--- src/rtl/flag_bank_pkg.sv ---
// Shared opcode and FSM-state definitions for the flag bank arbiter.
// No logic; types only.
// Imported by flag_bank_arbiter and its bench.
package flag_bank_pkg;

  typedef enum logic [1:0] {
    OP_WRITE  = 2'b00,
    OP_SET    = 2'b01,
    OP_CLEAR  = 2'b10,
    OP_TOGGLE = 2'b11
  } op_t;

  typedef enum logic [1:0] {
    IDLE  = 2'b00,
    GRANT = 2'b01,
    APPLY = 2'b10,
    DONE  = 2'b11
  } state_t;

endpackage

--- src/rtl/flag_cell.sv ---
// One-bit flag register with synchronous reset, clear, set and load enable.
// Latency: q reflects the control inputs one clock after they are sampled.
// No backpressure; priority is reset > clr > set > en, otherwise q holds.
module flag_cell (
  input  logic clock,
  input  logic reset,
  input  logic clr,
  input  logic set,
  input  logic en,
  input  logic d,
  output logic q,
  output logic qn
);

  // Prioritised update of the stored bit
  always_ff @(posedge clock) begin
    if (reset)    q <= 1'b0;
    else if (clr) q <= 1'b0;
    else if (set) q <= 1'b1;
    else if (en)  q <= d;
  end

  assign qn = ~q;

endmodule

--- src/rtl/flag_bank_arbiter.sv ---
// Round-robin arbiter granting one requester at a time a write/set/clear/toggle on a flag bank.
// Latency: req in IDLE at N -> gnt at N+1 -> flag visible with done at N+3 -> next grant at N+5.
// Backpressure: requesters hold req and fields until their one-cycle gnt; req is only sampled in IDLE.
module flag_bank_arbiter
  import flag_bank_pkg::*;
#(
  parameter int NREQ   = 4,
  parameter int NFLAGS = 8,
  localparam int IW    = (NFLAGS > 1) ? $clog2(NFLAGS) : 1
) (
  input  logic                 clock,
  input  logic                 reset,
  input  logic [NREQ-1:0]      req,
  input  logic [2*NREQ-1:0]    op,
  input  logic [IW*NREQ-1:0]   idx,
  input  logic [NREQ-1:0]      wdata,
  output logic [NREQ-1:0]      gnt,
  output logic                 done,
  output logic                 busy,
  output logic [NFLAGS-1:0]    flags,
  output logic [NFLAGS-1:0]    flags_n
);

  localparam int RW = (NREQ > 1) ? $clog2(NREQ) : 1;

  state_t          state, state_nxt;
  logic [RW-1:0]   last_grant;
  logic [RW-1:0]   winner;
  logic [RW-1:0]   rr_pick;
  logic [RW-1:0]   cand;
  logic            rr_found;
  logic [1:0]      sel_op;
  logic [IW-1:0]   sel_idx;
  logic            sel_wdata;
  op_t             lat_op;
  logic [IW-1:0]   lat_idx;
  logic            lat_wdata;

  // Round-robin search: first requester after last_grant, wrapping around
  always_comb begin
    rr_found = 1'b0;
    rr_pick  = last_grant;
    cand     = last_grant;
    for (int k = 1; k <= NREQ; k++) begin
      cand = RW'((int'(last_grant) + k) % NREQ);
      if (!rr_found && req[cand]) begin
        rr_found = 1'b1;
        rr_pick  = cand;
      end
    end
  end

  // Pick out the registered winner's command fields
  always_comb begin
    sel_op    = 2'b00;
    sel_idx   = '0;
    sel_wdata = 1'b0;
    for (int i = 0; i < NREQ; i++) begin
      if (winner == RW'(i)) begin
        sel_op    = op[2*i +: 2];
        sel_idx   = idx[IW*i +: IW];
        sel_wdata = wdata[i];
      end
    end
  end

  // FSM state register
  always_ff @(posedge clock) begin
    if (reset) state <= IDLE;
    else       state <= state_nxt;
  end

  // FSM next state and handshake outputs
  always_comb begin
    state_nxt = state;
    gnt       = '0;
    done      = 1'b0;
    busy      = 1'b1;
    case (state)
      IDLE: begin
        busy = 1'b0;
        if (rr_found) state_nxt = GRANT;
      end
      GRANT: begin
        gnt[winner] = 1'b1;
        state_nxt   = APPLY;
      end
      APPLY: state_nxt = DONE;
      DONE: begin
        done      = 1'b1;
        state_nxt = IDLE;
      end
      default: state_nxt = IDLE;
    endcase
  end

  // Winner / round-robin pointer capture in IDLE, command capture in GRANT
  always_ff @(posedge clock) begin
    if (reset) begin
      last_grant <= RW'(NREQ - 1);
      winner     <= '0;
      lat_op     <= OP_WRITE;
      lat_idx    <= '0;
      lat_wdata  <= 1'b0;
    end else begin
      if (state == IDLE && rr_found) begin
        winner     <= rr_pick;
        last_grant <= rr_pick;
      end
      if (state == GRANT) begin
        lat_op    <= op_t'(sel_op);
        lat_idx   <= sel_idx;
        lat_wdata <= sel_wdata;
      end
    end
  end

  // One cell per flag; an index that matches no cell leaves the bank untouched
  for (genvar i = 0; i < NFLAGS; i++) begin : g_cell
    logic hit;
    logic c_q;
    logic c_qn;

    assign hit = (state == APPLY) && (lat_idx == IW'(i));

    flag_cell u_cell (
      .clock (clock),
      .reset (reset),
      .clr   (hit && (lat_op == OP_CLEAR)),
      .set   (hit && (lat_op == OP_SET)),
      .en    (hit && ((lat_op == OP_WRITE) || (lat_op == OP_TOGGLE))),
      .d     ((lat_op == OP_TOGGLE) ? ~c_q : lat_wdata),
      .q     (c_q),
      .qn    (c_qn)
    );

    assign flags[i]   = c_q;
    assign flags_n[i] = c_qn;
  end

endmodule

--- config.mk ---
export PLATFORM = sky130hd
export DESIGN_NAME = flag_bank_arbiter
export DESIGN_NICKNAME = d
export VERILOG_FILES = /design/src/rtl/flag_bank_pkg.sv /design/src/rtl/flag_cell.sv /design/src/rtl/flag_bank_arbiter.sv
export SDC_FILE = /design/constraint.sdc
export NUM_CORES = 1
export LEC_CHECK = 0
export ABC_AREA = 0
export CAP_MARGIN = 20
export CELL_PAD_IN_SITES_DETAIL_PLACEMENT = 0
export CELL_PAD_IN_SITES_GLOBAL_PLACEMENT = 1
export CORE_ASPECT_RATIO = 1.1
export CORE_MARGIN = 2
export CORE_UTILIZATION = 32
export CTS_CLUSTER_SIZE = 10
export DETAILED_ROUTE_END_ITERATION = 10
export PLACE_DENSITY = 0.81
export SYNTH_ARGS = -nofsm -noshare
export SYNTH_HDL_FRONTEND = slang
export SYNTH_SLANG_ARGS = --single-unit
--- constraint.sdc ---
create_clock -name clock -period 2.3 [get_ports clock]
set_clock_uncertainty 0.15 [all_clocks]
set_input_delay 0.345 -clock clock [delete_from_list [all_inputs] [get_ports clock]]
set_output_delay 0.345 -clock clock [all_outputs]
set_load 0.005 [all_outputs]
==> results.toml, run 1 <==
[status]
status = "completed"

[clocking]
post-cts-setup-buffers = 0
h-tree-depth = 1
clock_sinks = 20
cts_tree = "done"
cts-root-buf = "clkbuf_8"
insertion_delay_ns = 0.26
cts_buffer_depth = 2
path_clk_slew_ns = 0.08
hold_buffers = 0
numCtsBuffers = 3

[die]
start_util = 0.328
rows = 26
num_io_pins = 52
die_area_um2 = 5260
core_um2 = 4590
die_x_um = 69.3
fp.dieH_um = 75.9

[global_route]
grt_first_pass_wirelength_mm = 5.46
met3_usage = 0.0278
use_met2 = 0.231
grt_max_degree = 21
grt_usage = 0.126
met1_usage = 0.151
grt-ovfl-total = 0
antenna_found_initial = 0
grt_pass1_vias = 1244
grt.busiest_layer = "met2"

[placement]
port_buffers = 51
dpl_worst_slack_ns = 0.214
gp_congestion = 0.745
dp.cells = 268
dpl.hpwl_mm = 2.50
place_area_um2 = 1940

[worst_setup_path]
crit_type = "register to output port"
cp_slowest_cell = "clkdlybuf4s50_1"
slowest_delay_ns = 0.51
r2r_end = "g_cell[6].u_cell.q"
path_common_cell = "inv_1"
crit_required_ns = 1.80
path_cells = "inv_1, ha_1, inv_1, clkdlybuf4s50_1"
startpoint = "state[0]"
startpoint_type = "register"
arrival_ns = 1.70
r2r_slack_ns = 0.50
critPathMaxFanout = 7
worst_setup_path_end_kind = "output port"
r2r_cells = 6
crit_end = "busy"
r2r-start = "lat_op[0]"

[synth]
synth.top_cell.area_share = 0.266
synth_fp_nets = 221
synthArstFlopShare = 0
seq_area_frac_synth = 0.266
syn-mean-instance-area_um2 = 8.21
ys.flop_type = "dfxtp_1"
yosys.cell_count.top_type = "nor2_1"
ys_seq_elements = 20
synth_edf_count = 0
synth_warnings = 0
synth_cells = 183
synth_common_cells = "nor2_1, dfxtp_1, buf_4, inv_1, nand2_1"
synthTopCellsByArea = "dfxtp_1, mux4_2, buf_4"
netlist_area_um2 = 1500
synth_cell_types = 35
yosysTopAreaCell = "dfxtp_1"

[cells_and_area]
final_cell_area_um2 = 2010
syn_to_final_growth_pct = 34.0
stdcell_count = 272
n_antenna_cell = 0
fin_nets = 255
final_layout_size_suffix_gt1_frac = 0.0741

[power_and_ir_drop]
max-vdd-ir-drop_v = 0.000379
cellPowerDensity_nw_per_um2 = 774
p_leak_nw = 0.714

[hold_path]
hold_path_class = "register to register"
hp-start = "lat_wdata"

[route]
drtAntennaViolNets = 0
vias = 1350
viasPerCell = 4.96
drc_errors = 0
drt-pass1-iter-count = 4
post_drt_wl_per_cell_um = 11.6
drt_iter0_markers = 87
wl_mm = 3.17

[timing]
fin_ws_ns = 0.107
tns_ns = 0
setup_viol = 0
slew_headroom = 0.696
drv_slew = 0
rsz0062_at_grt = "no"
timing.final.crit_share = 0.953
hold_viol_final = 0
fmax_ghz = 0.456
fin_crit_ns = 2.19
worstMarginPinSlew_ns = 0.452

[job]
drv_cap = 0
## layout by cell type, fill, tap and decap left out, types with 3 or more instances in the layout
cell type / Yosys / layout
a2111oi_0: 8 / 8
mux2i_1: 6 / 6
nor2_1: 24 / 24
nand2_1: 13 / 13
inv_1: 15 / 15
dfxtp_1: 20 / 20
o21ai_0: 10 / 10
nand2b_1: 7 / 7
clkdlybuf4s50_1: 0 / 51
buf_4: 16 / 3
mux4_2: 6 / 6
ha_1: 8 / 7
clkbuf_8: 0 / 3
nand3_1: 6 / 6
a21oi_1: 11 / 11
## worst min path at each step
stage,slack (ns),cells after the start,to
floorplan,0.31,2,lat_wdata
global placement,0.33,2,lat_wdata
detailed placement,0.34,2,lat_wdata
CTS,0.36,2,lat_wdata
global route,0.39,2,state[1]
finish,0.35,2,lat_wdata
## timing repair
item                                   in CTS  in global routing
gates resized for setup                     0                  1
endpoints found under the hold margin       0                  0
setup endpoints to repair                   0                  1
## metal layers
layer  routed length (um)  share of wire  vias to the layer above
met3                  159          0.050                        2
met4                    8         0.0025                        0
met1                 1420           0.45                      611
li1                     -              -                      698
met5                    0              0                        -
met2                 1580           0.50                       39
## power breakdown
part | switching, W | internal (W)
clock network | 0.000121 | 0.000232
registers | 0.000130 | 0.000420
logic | 0.000281 | 0.000375
## worst max-delay path, delay by kind of cell, from the launching register on
family                   cells  cell delay, ns
buffers and inverters        3            0.74
flip-flops                   1            0.40
adder cells (fa/ha/maj)      1            0.29
## state kept, by name, indices dropped and copies added, names as in the netlist
name / count
state: 2
winner: 2
lat_wdata: 1
lat_idx: 3
last_grant: 2
lat_op: 2
g_cell.u_cell.q: 8
## final cells by class
type                    count  area [um2]
repair buffers             54         533
inverters                  15        56.3
clock buffers               3        41.3
well taps                  56        70.1
flip-flops and latches     20         400
fillers                   450        2570
multi-input cells         123         882
clock inverters             1        30.0
## kinds of logic (layout without fill, tap and decap cells)
family                     after synthesis  after routing  share of synthesized area
muxes                                   12             12                      0.130
AOI/OAI and AO/OA                       36             36                      0.154
and+or+nand+nor                         67             67                      0.235
buffers and inverters                   40             73                      0.148
adders and majority gates                8              8                     0.0666
DFF                                     20             20                      0.266
## stage by stage
step | hold WS (ns) | utilization | total power [W]
after CTS | 0.361 | 0.438 | 0.00158
after floorplan | 0.312 | - | 0.00101
after global placement | 0.330 | 0.423 | 0.00121
final | 0.353 | 0.439 | 0.00156
after global routing | 0.389 | 0.439 | 0.00169
after detailed placement | 0.341 | 0.423 | 0.00122
Note: power is estimated with default switching activity, not from simulation.
==> inputs of run 2 (changes only) <==
==> constraint.sdc (replaced) <==
create_clock -name clock -period 2.3 [get_ports clock]
set_clock_uncertainty 0.15 [all_clocks]
set_input_delay 0.23 -clock clock [delete_from_list [all_inputs] [get_ports clock]]
set_output_delay 0.23 -clock clock [all_outputs]
set_load 0.005 [all_outputs]
==> results.toml, run 2 (synthesis gave the netlist of run 1 again) <==
[status]
status = "completed"

[worst_setup_path]
cp_slowest_cell = "clkdlybuf4s50_1"
r2r_slack_ns = 0.48
r2r_end = "g_cell[0].u_cell.q"
crit_required_ns = 1.92
critPathMaxFanout = 5
startpoint_type = "register"
worst_setup_path_end_kind = "output port"
crit_type = "register to output port"
slowest_delay_ns = 0.53
r2r-start = "state[0]"
r2r_cells = 6
arrival_ns = 1.70
path_cells = "inv_1, ha_1, nor3b_1, clkdlybuf4s50_1"

[route]
drtAntennaViolNets = 0
wl_mm = 3.26
drc_errors = 0
drt-pass1-iter-count = 4
drt_iter0_markers = 34
post_drt_wl_per_cell_um = 12.0
vias = 1363
viasPerCell = 5.03

[timing]
fmax_ghz = 0.482
slew_headroom = 0.636
fin_crit_ns = 2.08
worstMarginPinSlew_ns = 0.545
tns_ns = 0
drv_slew = 0
setup_viol = 0
hold_viol_final = 0
rsz0062_at_grt = "no"
timing.final.crit_share = 0.903
fin_ws_ns = 0.223

[die]
die_x_um = 69.3
start_util = 0.328
num_io_pins = 52
rows = 26
core_um2 = 4590
die_area_um2 = 5260
fp.dieH_um = 75.9

[clocking]
path_clk_slew_ns = 0.08
cts-root-buf = "clkbuf_8"
cts_tree = "done"
hold_buffers = 0
h-tree-depth = 1
numCtsBuffers = 3
insertion_delay_ns = 0.26
ctsResizeCount = 0
clock_sinks = 20
post-cts-setup-buffers = 0
cts_buffer_depth = 2

[hold_path]
hold_path_class = "register to register"
hp-start = "lat_wdata"
whs_endpoint = "lat_wdata"
holdPathStages = 2

[power_and_ir_drop]
cellPowerDensity_nw_per_um2 = 779
p_leak_nw = 0.710
finalPower_w = 0.00156
max-vdd-ir-drop_v = 0.000401

[cells_and_area]
syn_to_final_growth_pct = 33.3
final_cell_area_um2 = 2000
largest_reg_flops = 8
fin_nets = 254
n_antenna_cell = 0
final_layout_size_suffix_gt1_frac = 0.0651
biggestRegsByFlops = "g_cell.u_cell.q x8, lat_idx x3"
layout_common_cells = "clkdlybuf4s50_1, nor2_1, dfxtp_1, inv_1, nand2_1"
top_register = "g_cell.u_cell.q"
final_common_cell = "clkdlybuf4s50_1"

[placement]
dpl.hpwl_mm = 2.50
dpl_worst_slack_ns = 0.325
gp_congestion = 0.728
place_area_um2 = 1930
port_buffers = 51

[global_route]
grt_usage = 0.126
grt_first_pass_wirelength_mm = 5.40
grt_pass1_vias = 1206
grt-ovfl-total = 0
grt_max_degree = 21
antenna_found_initial = 0

[job]
drv_cap = 0
[run 2: cell types whose count changed in the layout (fill, tap and decap cells not counted), sizes merged]
cell  before  now
buf        3    2
[run 2: metal layers]
| layer | share of wire | routed length (um) | up-vias | global-route usage |
|---|---|---|---|---|
| met5 | 0 | 0 | - | 0 |
| met4 | 0.0077 | 25 | 0 | 0.0392 |
| met3 | 0.041 | 133 | 4 | 0.0278 |
| met2 | 0.49 | 1580 | 37 | 0.226 |
| met1 | 0.47 | 1520 | 628 | 0.153 |
| li1 | - | - | 694 | - |
[run 2: how the worst max path moves through the flow]
stage | startpoint | end | slack, ns
after global placement | req[0] | last_grant[0] | 0.35
after detailed placement | req[0] | last_grant[0] | 0.32
after floorplan | state[0] | last_grant[0] | 0.67
final | state[1] | gnt[0] | 0.22
after CTS | state[1] | gnt[0] | 0.21
after global routing | state[1] | gnt[0] | 0.08
[run 2: critical path: cells and delay by family (launching register included)]
kind          cells  cell delay [ns]
simple gates      1             0.20
flops             1             0.35
buf+inv           2             0.64
fa+ha+maj         1             0.25
[run 2: area by class of cell]
| class | instances | area, um2 |
|---|---|---|
| Clock inverter | 1 | 30.0 |
| Fill cell | 454 | 2580 |
| Timing Repair Buffer | 53 | 526 |
| Sequential cell | 20 | 400 |
| Tap cell | 56 | 70.1 |
| Multi-Input combinational cell | 123 | 880 |
| Clock buffer | 3 | 41.3 |
| Inverter | 15 | 56.3 |
[run 2: stage by stage]
stage	cells	hold WS, ns	util
floorplan	183	0.281	-
global placement	267	0.330	0.421
detailed placement	267	0.337	0.421
CTS	271	0.357	0.437
global route	271	0.406	0.437
finish	271	0.353	0.437
[run 2: report_power, final]
group	total (W)	switching [W]	internal, W	leakage, nW
registers	0.000562	0.000143	0.000419	0.164
logic	0.000640	0.000274	0.000366	0.511
clock network	0.000358	0.000126	0.000232	0.0357
==> inputs of run 3 (changes only) <==
--- a/config.mk
+++ b/config.mk
@@ -6,7 +6,7 @@
 export NUM_CORES = 1
 export LEC_CHECK = 0
 export ABC_AREA = 0
-export CAP_MARGIN = 20
+export CAP_MARGIN = 40
 export CELL_PAD_IN_SITES_DETAIL_PLACEMENT = 0
 export CELL_PAD_IN_SITES_GLOBAL_PLACEMENT = 1
 export CORE_ASPECT_RATIO = 1.1
@@ -15,6 +15,7 @@
 export CTS_CLUSTER_SIZE = 10
 export DETAILED_ROUTE_END_ITERATION = 10
 export PLACE_DENSITY = 0.81
+export SETUP_SLACK_MARGIN = 0.2
 export SYNTH_ARGS = -nofsm -noshare
 export SYNTH_HDL_FRONTEND = slang
 export SYNTH_SLANG_ARGS = --single-unit
==> results.toml, run 3 (synthesis gave the netlist of run 1 again) <==
[status]
status = "completed"

[clocking]
cts-root-buf = "clkbuf_8"
hold_buffers = 0
numCtsBuffers = 3
clock_sinks = 20
ctsResizeCount = 0
insertion_delay_ns = 0.26
cts_tree = "done"
post-cts-setup-buffers = 0
path_clk_slew_ns = 0.08
h-tree-depth = 1
cts_buffer_depth = 2

[route]
post_drt_wl_per_cell_um = 12.0
wl_mm = 3.25
vias = 1352
drt_iter0_markers = 40
drtAntennaViolNets = 0
viasPerCell = 4.99
drt-pass1-iter-count = 4
drc_errors = 0

[global_route]
grt.busiest_layer = "met2"
met1_usage = 0.153
grt_pass1_vias = 1206
grt_max_degree = 21
antenna_found_initial = 0
use_met2 = 0.226
met3_usage = 0.0278
grt-ovfl-total = 0
grt_usage = 0.126
grt_first_pass_wirelength_mm = 5.40

[power_and_ir_drop]
max-vdd-ir-drop_v = 0.000401
p_leak_nw = 0.711
cellPowerDensity_nw_per_um2 = 781
finalPower_w = 0.00157

[worst_setup_path]
arrival_ns = 1.64
worst_setup_path_end_kind = "output port"
crit_required_ns = 1.92
startpoint_type = "register"
r2r_cells = 6
critPathMaxFanout = 5
crit_type = "register to output port"

[timing]
timing.final.crit_share = 0.878
tns_ns = 0
setup_viol = 0
slew_headroom = 0.700
rsz0062_at_grt = "yes"
hold_viol_final = 0
worstMarginPinSlew_ns = 0.447
fin_crit_ns = 2.02
fin_ws_ns = 0.280
fmax_ghz = 0.495
drv_slew = 0

[cells_and_area]
n_antenna_cell = 0
layout_common_cells = "clkdlybuf4s50_1, nor2_1, dfxtp_1, inv_1, nand2_1"
syn_to_final_growth_pct = 34.1
largest_reg_flops = 8
fin_nets = 254
fillers = 448
final_layout_size_suffix_gt1_frac = 0.0837
biggestRegsByFlops = "g_cell.u_cell.q x8, lat_idx x3"
final_common_cell = "clkdlybuf4s50_1"
stdcell_count = 271
top_register = "g_cell.u_cell.q"

[die]
fp.dieH_um = 75.9
start_util = 0.328
die_x_um = 69.3
num_io_pins = 52
rows = 26
core_um2 = 4590
die_area_um2 = 5260

[placement]
gp_congestion = 0.728
dp.cells = 267
dpl.hpwl_mm = 2.50
dpl_worst_slack_ns = 0.325
port_buffers = 51

[job]
drv_cap = 0

[hold_path]
holdPathStages = 2
hold_path_class = "register to register"
==> run 3: cell count changes in the layout (fill, tap and decap cells not counted) <==
cell | previous run | this run
ha_2 | 0 | 2
dfxtp_2 | 0 | 1
dfxtp_1 | 20 | 19
ha_1 | 8 | 6
nor3b_2 | 0 | 1
nor3b_1 | 2 | 1
==> run 3: through the flow <==
| stage | hold slack (ns) | cell area [um2] | utilization |
|---|---|---|---|
| 3_3_place_gp | 0.330 | 1930 | 0.421 |
| 3_5_place_dp | 0.337 | 1930 | 0.421 |
| 2_1_floorplan | 0.281 | 1500 | - |
| 5_1_grt | 0.406 | 2010 | 0.439 |
| 6_report | 0.353 | 2010 | 0.439 |
| 4_1_cts | 0.357 | 2000 | 0.437 |
==> run 3: metal layers <==
layer / routed length, um / vias up
met5: 0 / -
met4: 32 / 0
met3: 131 / 4
met2: 1570 / 36
met1: 1510 / 615
li1: - / 697
==> run 3: worst max-delay path, stage by stage (launching register included) <==
cell and delay, ns:
dfxtp_1 0.35, inv_1 0.11, ha_2 0.23, nor3b_2 0.16, clkdlybuf4s50_1 0.51
==> run 3: report_power, final <==
| part | total, W | internal [W] | switching, W |
|---|---|---|---|
| clock | 0.000361 | 0.000233 | 0.000128 |
| combinational | 0.000647 | 0.000373 | 0.000274 |
| sequential | 0.000566 | 0.000421 | 0.000145 |
==> run 3: cell type report <==
class / count / area [um2] / area share
Clock inverter: 1 / 30.0 / 0.0149
Tap cell: 56 / 70.1 / 0.0348
Inverter: 15 / 56.3 / 0.0280
Sequential cell: 20 / 402 / 0.199
Clock buffer: 3 / 41.3 / 0.0205
Multi-Input combinational cell: 123 / 890 / 0.442
Timing Repair Buffer: 53 / 526 / 0.261
==> run 3: path summary, 6_finish.rpt <==
kind	start	to	slack, ns
hold / removal	lat_wdata	lat_wdata	0.35
setup / recovery	state[1]	gnt[0]	0.28
hold reg to reg	lat_wdata	lat_wdata	0.35
setup reg to reg	state[0]	g_cell[0].u_cell.q	0.46
